===== src/rtl/mips_cpu_bus_arbiter_pkg.sv =====
// Shared types for the bus arbiter that multiplexes fetch and load/store onto one Avalon-MM master.
package mips_cpu_bus_arbiter_pkg;

   typedef enum logic [1:0] {
      IDLE  = 2'd0,
      BUS_I = 2'd1,
      BUS_D = 2'd2
   } arb_state_t;

   typedef enum logic {
      GRANT_I = 1'b0,
      GRANT_D = 1'b1
   } grant_t;

   localparam logic [3:0]  BYTEEN_ALL    = 4'b1111;
   localparam logic [31:0] TIMEOUT_RDATA = 32'hFFFF_FFFF;

endpackage


===== src/rtl/mips_cpu_bus_arbiter.sv =====
// Round-robin arbiter between fetch (I) and data (D) onto one registered Avalon-MM master,
// one transaction at a time, with a waitrequest watchdog that aborts after MAX_WAIT cycles.
module mips_cpu_bus_arbiter
   import mips_cpu_bus_arbiter_pkg::*;
#(
   parameter int MAX_WAIT = 256
) (
   input  logic        clk,
   input  logic        reset,
   input  logic        i_req,
   input  logic [31:0] i_addr,
   output logic        i_done,
   output logic [31:0] i_rdata,
   input  logic        d_req,
   input  logic        d_write,
   input  logic [31:0] d_addr,
   input  logic [31:0] d_wdata,
   input  logic [3:0]  d_byteen,
   output logic        d_done,
   output logic [31:0] d_rdata,
   output logic        timeout,
   output logic [31:0] address,
   output logic        read,
   output logic        write,
   output logic [3:0]  byteenable,
   output logic [31:0] writedata,
   input  logic        waitrequest,
   input  logic [31:0] readdata
);

   localparam int            CW        = $clog2(MAX_WAIT + 1);
   localparam logic [CW-1:0] WAIT_LAST = CW'(MAX_WAIT - 1);

   arb_state_t    r_state,      w_state_nxt;
   grant_t        r_last_grant, w_last_grant_nxt;
   logic [CW-1:0] r_wait_cnt,   w_wait_cnt_nxt;
   logic [31:0]   r_address,    w_address_nxt;
   logic          r_read,       w_read_nxt;
   logic          r_write,      w_write_nxt;
   logic [3:0]    r_byteen,     w_byteen_nxt;
   logic [31:0]   r_wdata,      w_wdata_nxt;
   logic          r_i_done,     w_i_done_nxt;
   logic          r_d_done,     w_d_done_nxt;
   logic [31:0]   r_i_rdata,    w_i_rdata_nxt;
   logic [31:0]   r_d_rdata,    w_d_rdata_nxt;
   logic          r_timeout,    w_timeout_nxt;
   logic          w_i_ok;
   logic          w_d_ok;
   logic          w_pick_d;

   always_ff @(posedge clk) begin
      if (reset) begin
         r_state      <= IDLE;
         r_last_grant <= GRANT_I;
         r_wait_cnt   <= '0;
         r_address    <= '0;
         r_read       <= 1'b0;
         r_write      <= 1'b0;
         r_byteen     <= '0;
         r_wdata      <= '0;
         r_i_done     <= 1'b0;
         r_d_done     <= 1'b0;
         r_i_rdata    <= '0;
         r_d_rdata    <= '0;
         r_timeout    <= 1'b0;
      end else begin
         r_state      <= w_state_nxt;
         r_last_grant <= w_last_grant_nxt;
         r_wait_cnt   <= w_wait_cnt_nxt;
         r_address    <= w_address_nxt;
         r_read       <= w_read_nxt;
         r_write      <= w_write_nxt;
         r_byteen     <= w_byteen_nxt;
         r_wdata      <= w_wdata_nxt;
         r_i_done     <= w_i_done_nxt;
         r_d_done     <= w_d_done_nxt;
         r_i_rdata    <= w_i_rdata_nxt;
         r_d_rdata    <= w_d_rdata_nxt;
         r_timeout    <= w_timeout_nxt;
      end
   end

   always_comb begin
      w_state_nxt      = r_state;
      w_last_grant_nxt = r_last_grant;
      w_wait_cnt_nxt   = r_wait_cnt;
      w_address_nxt    = r_address;
      w_read_nxt       = r_read;
      w_write_nxt      = r_write;
      w_byteen_nxt     = r_byteen;
      w_wdata_nxt      = r_wdata;
      w_i_done_nxt     = 1'b0;
      w_d_done_nxt     = 1'b0;
      w_i_rdata_nxt    = r_i_rdata;
      w_d_rdata_nxt    = r_d_rdata;
      w_timeout_nxt    = r_timeout;
      // A requester whose done is high this cycle must re-present before it is granted again.
      w_i_ok           = i_req && !r_i_done;
      w_d_ok           = d_req && !r_d_done;
      w_pick_d         = w_d_ok && (!w_i_ok || (r_last_grant == GRANT_I));

      case (r_state)
         IDLE: begin
            if (w_i_ok || w_d_ok) begin
               w_wait_cnt_nxt = '0;
               if (w_pick_d) begin
                  w_state_nxt      = BUS_D;
                  w_last_grant_nxt = GRANT_D;
                  w_address_nxt    = d_addr;
                  w_read_nxt       = !d_write;
                  w_write_nxt      = d_write;
                  w_byteen_nxt     = d_byteen;
                  w_wdata_nxt      = d_wdata;
               end else begin
                  w_state_nxt      = BUS_I;
                  w_last_grant_nxt = GRANT_I;
                  w_address_nxt    = i_addr;
                  w_read_nxt       = 1'b1;
                  w_write_nxt      = 1'b0;
                  w_byteen_nxt     = BYTEEN_ALL;
               end
            end
         end
         BUS_I, BUS_D: begin
            if (!waitrequest) begin
               w_state_nxt = IDLE;
               w_read_nxt  = 1'b0;
               w_write_nxt = 1'b0;
               if (r_state == BUS_I) begin
                  w_i_done_nxt  = 1'b1;
                  w_i_rdata_nxt = readdata;
               end else begin
                  w_d_done_nxt = 1'b1;
                  if (r_read) begin
                     w_d_rdata_nxt = readdata;
                  end
               end
            end else if (r_wait_cnt >= WAIT_LAST) begin
               w_state_nxt   = IDLE;
               w_read_nxt    = 1'b0;
               w_write_nxt   = 1'b0;
               w_timeout_nxt = 1'b1;
               if (r_state == BUS_I) begin
                  w_i_done_nxt  = 1'b1;
                  w_i_rdata_nxt = TIMEOUT_RDATA;
               end else begin
                  w_d_done_nxt  = 1'b1;
                  w_d_rdata_nxt = TIMEOUT_RDATA;
               end
            end else begin
               w_wait_cnt_nxt = r_wait_cnt + CW'(1);
            end
         end
         default: begin
            w_state_nxt = IDLE;
            w_read_nxt  = 1'b0;
            w_write_nxt = 1'b0;
         end
      endcase
   end

   assign i_done     = r_i_done;
   assign i_rdata    = r_i_rdata;
   assign d_done     = r_d_done;
   assign d_rdata    = r_d_rdata;
   assign timeout    = r_timeout;
   assign address    = r_address;
   assign read       = r_read;
   assign write      = r_write;
   assign byteenable = r_byteen;
   assign writedata  = r_wdata;

endmodule

===== config.mk =====
export PLATFORM = sky130hd
export DESIGN_NAME = mips_cpu_bus_arbiter
export DESIGN_NICKNAME = d
export VERILOG_FILES = /design/src/rtl/mips_cpu_bus_arbiter_pkg.sv /design/src/rtl/mips_cpu_bus_arbiter.sv
export SDC_FILE = /design/constraint.sdc
export NUM_CORES = 1
export LEC_CHECK = 0
export CAP_MARGIN = 20
export CORE_ASPECT_RATIO = 1.4
export CORE_MARGIN = 2
export CORE_UTILIZATION = 31
export CTS_BUF_LIST = sky130_fd_sc_hd__clkbuf_8
export CTS_CLUSTER_DIAMETER = 100
export DETAILED_ROUTE_END_ITERATION = 10
export PLACE_DENSITY = 0.59
export SLEW_MARGIN = 15
export SYNTH_ARGS = -nofsm -noshare
export SYNTH_HDL_FRONTEND = slang
export SYNTH_SLANG_ARGS = --single-unit
export TNS_END_PERCENT = 20

===== constraint.sdc =====
create_clock -name clk -period 3.08 [get_ports clk]
set_input_delay 0.308 -clock clk [delete_from_list [all_inputs] [get_ports clk]]
set_output_delay 0.308 -clock clk [all_outputs]
set_load 0.02 [all_outputs]

=== After elaboration in Yosys (flattened, before gate mapping) ===
Cells that the tools add are included.

* Register bits after elaboration: 149
* Input bits: 138
* Output and inout bits: 137

* Add/sub/neg operators: 1
* Order comparisons: 1
* Equality and inequality tests: 10
* Multiplexer cells: 35
* Bitwise operators: 2
* Reductions and logical operators: 22

{| class="wikitable"
|+ Operators with widths
! operator !! count
|-
| $mux W32 || 10
|-
| $mux W9 || 3
|-
| $pmux W9 S2 || 1
|-
| $mux W1 || 13
|-
| $ne A2 B2 Y1 const B || 6
|-
| $add A9 B1 Y9 const B || 1
|-
| $ge A9 B8 Y1 const B || 1
|-
| $mux W2 || 4
|-
| $reduce_and A4 Y1 || 2
|-
| $reduce_and A3 Y1 || 2
|-
| $reduce_bool A2 Y1 || 3
|-
| $reduce_and A5 Y1 || 1
|-
| $logic_not A1 Y1 || 4
|-
| $mux W4 || 1
|-
| $pmux W1 S2 || 2
|-
| $pmux W2 S2 || 1
|-
| $reduce_and A2 Y1 || 2
|-
| $reduce_or A2 Y1 || 2
|-
| $logic_and A1 B1 Y1 || 3
|-
| $ne A3 B3 Y1 const B || 1
|-
| $eq A2 B1 Y1 const B || 1
|-
| $eq A2 B2 Y1 const B || 1
|-
| $logic_not A2 Y1 || 1
|-
| $logic_or A1 B1 Y1 || 2
|-
| 2 further kinds || 3
|}

=== Depth between registers and ports, before layout ===
* Depth in word-level cells: 8
* Depth in mapped cells: 8
* Depth with buffers taken out: 7

=== Worst setup path before layout ===
No wires, ideal clock.

* Path kind: register to register
* Start: reg r_wait_cnt[5]
* End: reg r_wait_cnt[3]
* Library setup time: 0.074 ns
* Arrival: 2.137 ns
* Required time: 3.006 ns
* Slack: 0.869 ns
* Cell stages (with the launch flop): 8
* Buffers on the path: 0
* Clock period less this slack: 2.211 ns
* Cell sequence: dfxtp_1 > and4_1 > and3_1 > ha_1 > or3b_1 > a2111o_1 > or3_1 > a31oi_1

* Cells in the longest elaborated chain, start to end: 3

{| class="wikitable"
|+ RTL lines
! item !! RTL line !! text
|-
| from (decl) || mips_cpu_bus_arbiter.sv:36 || <nowiki>logic [CW-1:0] r_wait_cnt, w_wait_cnt_nxt;</nowiki>
|-
| from (signal assigned) || mips_cpu_bus_arbiter.sv:69 || <nowiki>r_wait_cnt <= w_wait_cnt_nxt;</nowiki>
|-
| $ge A9 B8 Y1 || mips_cpu_bus_arbiter.sv:138 || <nowiki>end else if (r_wait_cnt >= WAIT_LAST) begin</nowiki>
|-
| $ne A2 B2 Y1 (no source line) || - ||
|-
| $reduce_and A4 Y1 (no source line) || - ||
|}

No other way between the ends.
A chain may end at the register's enable or synchronous reset.

=== Final worst setup path ===
* Start: reg r_wait_cnt[5]
* End: reg r_wait_cnt[7]

* Cells in the longest elaborated chain, start to end: 4
* Elaborated cells between the ends (all ways): 7
* Classes of those cells: add/sub (1); order compare (1); eq/ne (1); mux (3); reduce/logical (1)

{| class="wikitable"
|+ RTL lines
! item !! RTL line !! text
|-
| $add A9 B1 Y9 || mips_cpu_bus_arbiter.sv:151 || <nowiki>w_wait_cnt_nxt = r_wait_cnt + CW'(1);</nowiki>
|-
| $mux W9 || mips_cpu_bus_arbiter.sv:138 ||
|-
| $mux W9 || mips_cpu_bus_arbiter.sv:125 || <nowiki>if (!waitrequest) begin</nowiki>
|-
| $pmux W9 S2 || mips_cpu_bus_arbiter.sv:102 || <nowiki>case (r_state)</nowiki>
|}

Parallel ways exist; a longest one is shown, timed or not. The select of a mux whose other input is x is not followed.

==> metrics.txt <==
status finished clean; Psw 2.01 mW; Hold EP writedata[14]; FF+latch count, synth 149; HP Class in2reg; post-synthesis adder-cell area fraction 0.00842; DR vias/cell 4.98; Slowest cell on crit path or4_1; Wirelength per Cell 17.0 µm; Final HPWL DP 14800 µm; vias in the first global route 6094; gr ovfl total 0; logic gate share of total power 0.340; setup_tns 0 ns; syn nets between 800 and 900; Pint about 3.6 mW; Worst Tran Pin Value 0.733 ns; flop2flop setup slack 0.49 ns; post-synthesis sequential area ratio 0.502; post-synthesis simple-gate area fraction 0.234; Synth Area in XOR/XNOR 0; nets 1118; CTS tree yes; Num CTS Buffers 17; LEAKAGE 3.31 nW; clock power share 0.247; Max Clk Rate 0.386 GHz; DRT Pass-1 Iters 4; Worst Path Max Fanout 26; clock tree root buffer cell clkbuf_8; Synth Instances around 730; critical path launch point type flop; Post-synth top flop dfxtp_1; Post-CTS Resized 0; Detailed Route Iter0 Violations 301; largest family of logic cells by synthesized area simple AND/OR/NAND/NOR gates; Post-CTS Setup Bufs 0; EDFF count, synth 0; Pwr Total 5.61 mW; Syn Area/Cell 8.16 µm²; Tcrit/Tclk final 0.841; CTS Hold Bufs 0; worst-case clock buffer depth 2; r2r worst-path depth 7; mapped cell area between 5000 and 6000 µm²; worst clock skew 0.0160 ns; RePlAce Congestion 0.867; DRC Markers 0; sequential power share 0.412; IO Pins 275; worst-path cell chain and4_1 -> and3_1 -> ha_1 -> nor3b_1 -> o21ai_4 -> or4_1 -> o2bb2ai_1; Hold Crit Depth 2; crit-path max cell delay 0.58 ns; H-tree depth 4; Final Hold Viols 0; CP delay by family, top simple AND/OR/NAND/NOR gates; final WL 21000 µm; largest net degree at the start of global routing 77; Setup Viol. Count Final 0; layout cells sized above 1 0.0576; Global Route Usage Sum 0.206; Die Footprint 20300 µm²; Tmin final about 2.6 ns; HP Start reset; most common cell after layout, fill and taps aside clkdlybuf4s50_1; Die X 121 µm; first-pass GRT wire length 33000 µm; CTS sink count ~150; CP arrival 2.97 ns; filler cell count 1842; std cell rows 59; via count roughly 6k; initial antenna violation count 1; Yosys warning total 0; commonest cells after routing, fill and taps aside clkdlybuf4s50_1 (273), dfxtp_1 (149), nand2_1 (105), a21oi_1 (100), nor2_1 (77); Clock Pin Slew Worst Setup and Hold Paths 0.09 ns; Rel. slew slack 0.511; Switching Share 0.358; power density cells 605 nW/µm²; asr flop ratio synth 0; Peak VDD IR roughly 0.26 mV; Synth cell types 45; Core Util, Final 0.497; core area 18700 µm²; data required time of the worst path 3.46 ns; Skew-Pair Late Insertion Delay 0.45 ns; RSZ-0062 raised after global routing false; die height 168 µm; reg2reg end r_wait_cnt[7]; critical path type reg2reg; Syn-to-layout area delta 56.0%; CP bufs+invs 0; remaining antenna violation count 0; port buffer count around 270; Critical R2R Launch r_wait_cnt[5]; Final Max Slew Viols 0; MaxCap Viol Count 0; fraction of synthesized area in multiplexers 0.00189; Critical Path End Type flop; Initial Utilization 0.318; post-synthesis compound-gate area fraction 0.209
-- worst max-delay path by stage --
stage,startpoint,end,slack [ns],depth (start not counted)
after floorplan,r_wait_cnt[5],r_wait_cnt[3],0.87,7
after global placement,r_wait_cnt[5],r_wait_cnt[7],0.59,7
after detailed placement,r_wait_cnt[5],r_wait_cnt[7],0.51,7
after CTS,r_wait_cnt[5],r_wait_cnt[7],0.50,7
after global routing,r_wait_cnt[5],r_wait_cnt[7],0.25,7
final,r_wait_cnt[5],r_wait_cnt[7],0.49,7
-- cell usage after synthesis (all sizes together), types with 4 or more instances --
cell,instances,share of area
nor2b,5,0.0053
o2bb2ai,4,0.0059
inv,5,0.0032
dfxtp,149,0.50
o21ai,6,0.0050
o21a,16,0.020
nor2,78,0.049
nand2,105,0.066
nand2b,7,0.0074
or3,4,0.0042
buf,6,0.0053
clkbuf,58,0.037
nor3,60,0.050
a21oi,101,0.085
nand3,37,0.031
a31oi,5,0.0053
a211oi,15,0.019
ha,4,0.0084
a311oi,32,0.047
-- final cells by class --
class	instances	area [µm²]	share of cell area
Clock inverter	15	123	0.0132
Multi-Input combinational cell	511	2720	0.294
Timing Repair Buffer	292	2890	0.311
Tap cell	244	305	0.0329
Antenna cell	1	2.50	0.000270
Clock buffer	17	234	0.0252
Sequential cell	149	2980	0.322
Inverter	5	18.8	0.00202
-- cells by family (layout without fill, tap and decap cells) --
kind of cell	after synthesis	in the layout
compound gates	194	194
fa+ha+maj	4	4
buf+inv	69	329
flops	149	149
mux	1	1
other cells	0	1
simple gates	312	312
-- power groups by stage --
stage / clock [mW] / sequential [mW] / combinational (mW)
2_1_floorplan: 0 / 2.64 / 0.726
3_3_place_gp: 0 / 2.35 / 1.92
3_5_place_dp: 0 / 2.35 / 1.92
4_1_cts: 1.44 / 2.31 / 1.93
5_1_grt: 1.52 / 2.35 / 2.07
6_report: 1.39 / 2.31 / 1.91
-- layer usage --
layer / share of wire / track usage / up-vias
met3: 0.052 / 0.0535 / 39
met5: 0 / 0 / -
met2: 0.52 / 0.353 / 201
li1: - / - / 3076
met4: 0.037 / 0.0870 / 0
met1: 0.39 / 0.240 / 2825
-- stage by stage --
stage / hold WS (ns) / instance area, µm² / setup WS (ns) / std cells
2_1_floorplan: 0.444 / 5950 / 0.869 / 729
3_3_place_gp: 0.441 / 8920 / 0.595 / 1201
3_5_place_dp: 0.446 / 8920 / 0.510 / 1201
4_1_cts: 0.238 / 9280 / 0.500 / 1233
5_1_grt: 0.240 / 9280 / 0.248 / 1234
6_report: 0.270 / 9280 / 0.489 / 1234
-- registers in the layout (all words and copies together) (netlist names), 2 cells and up --
register / cells
d_rdata: 32
address: 32
i_rdata: 32
writedata: 32
byteenable: 4
r_wait_cnt: 9
r_state: 2
Power figures use the tool's default switching activity.
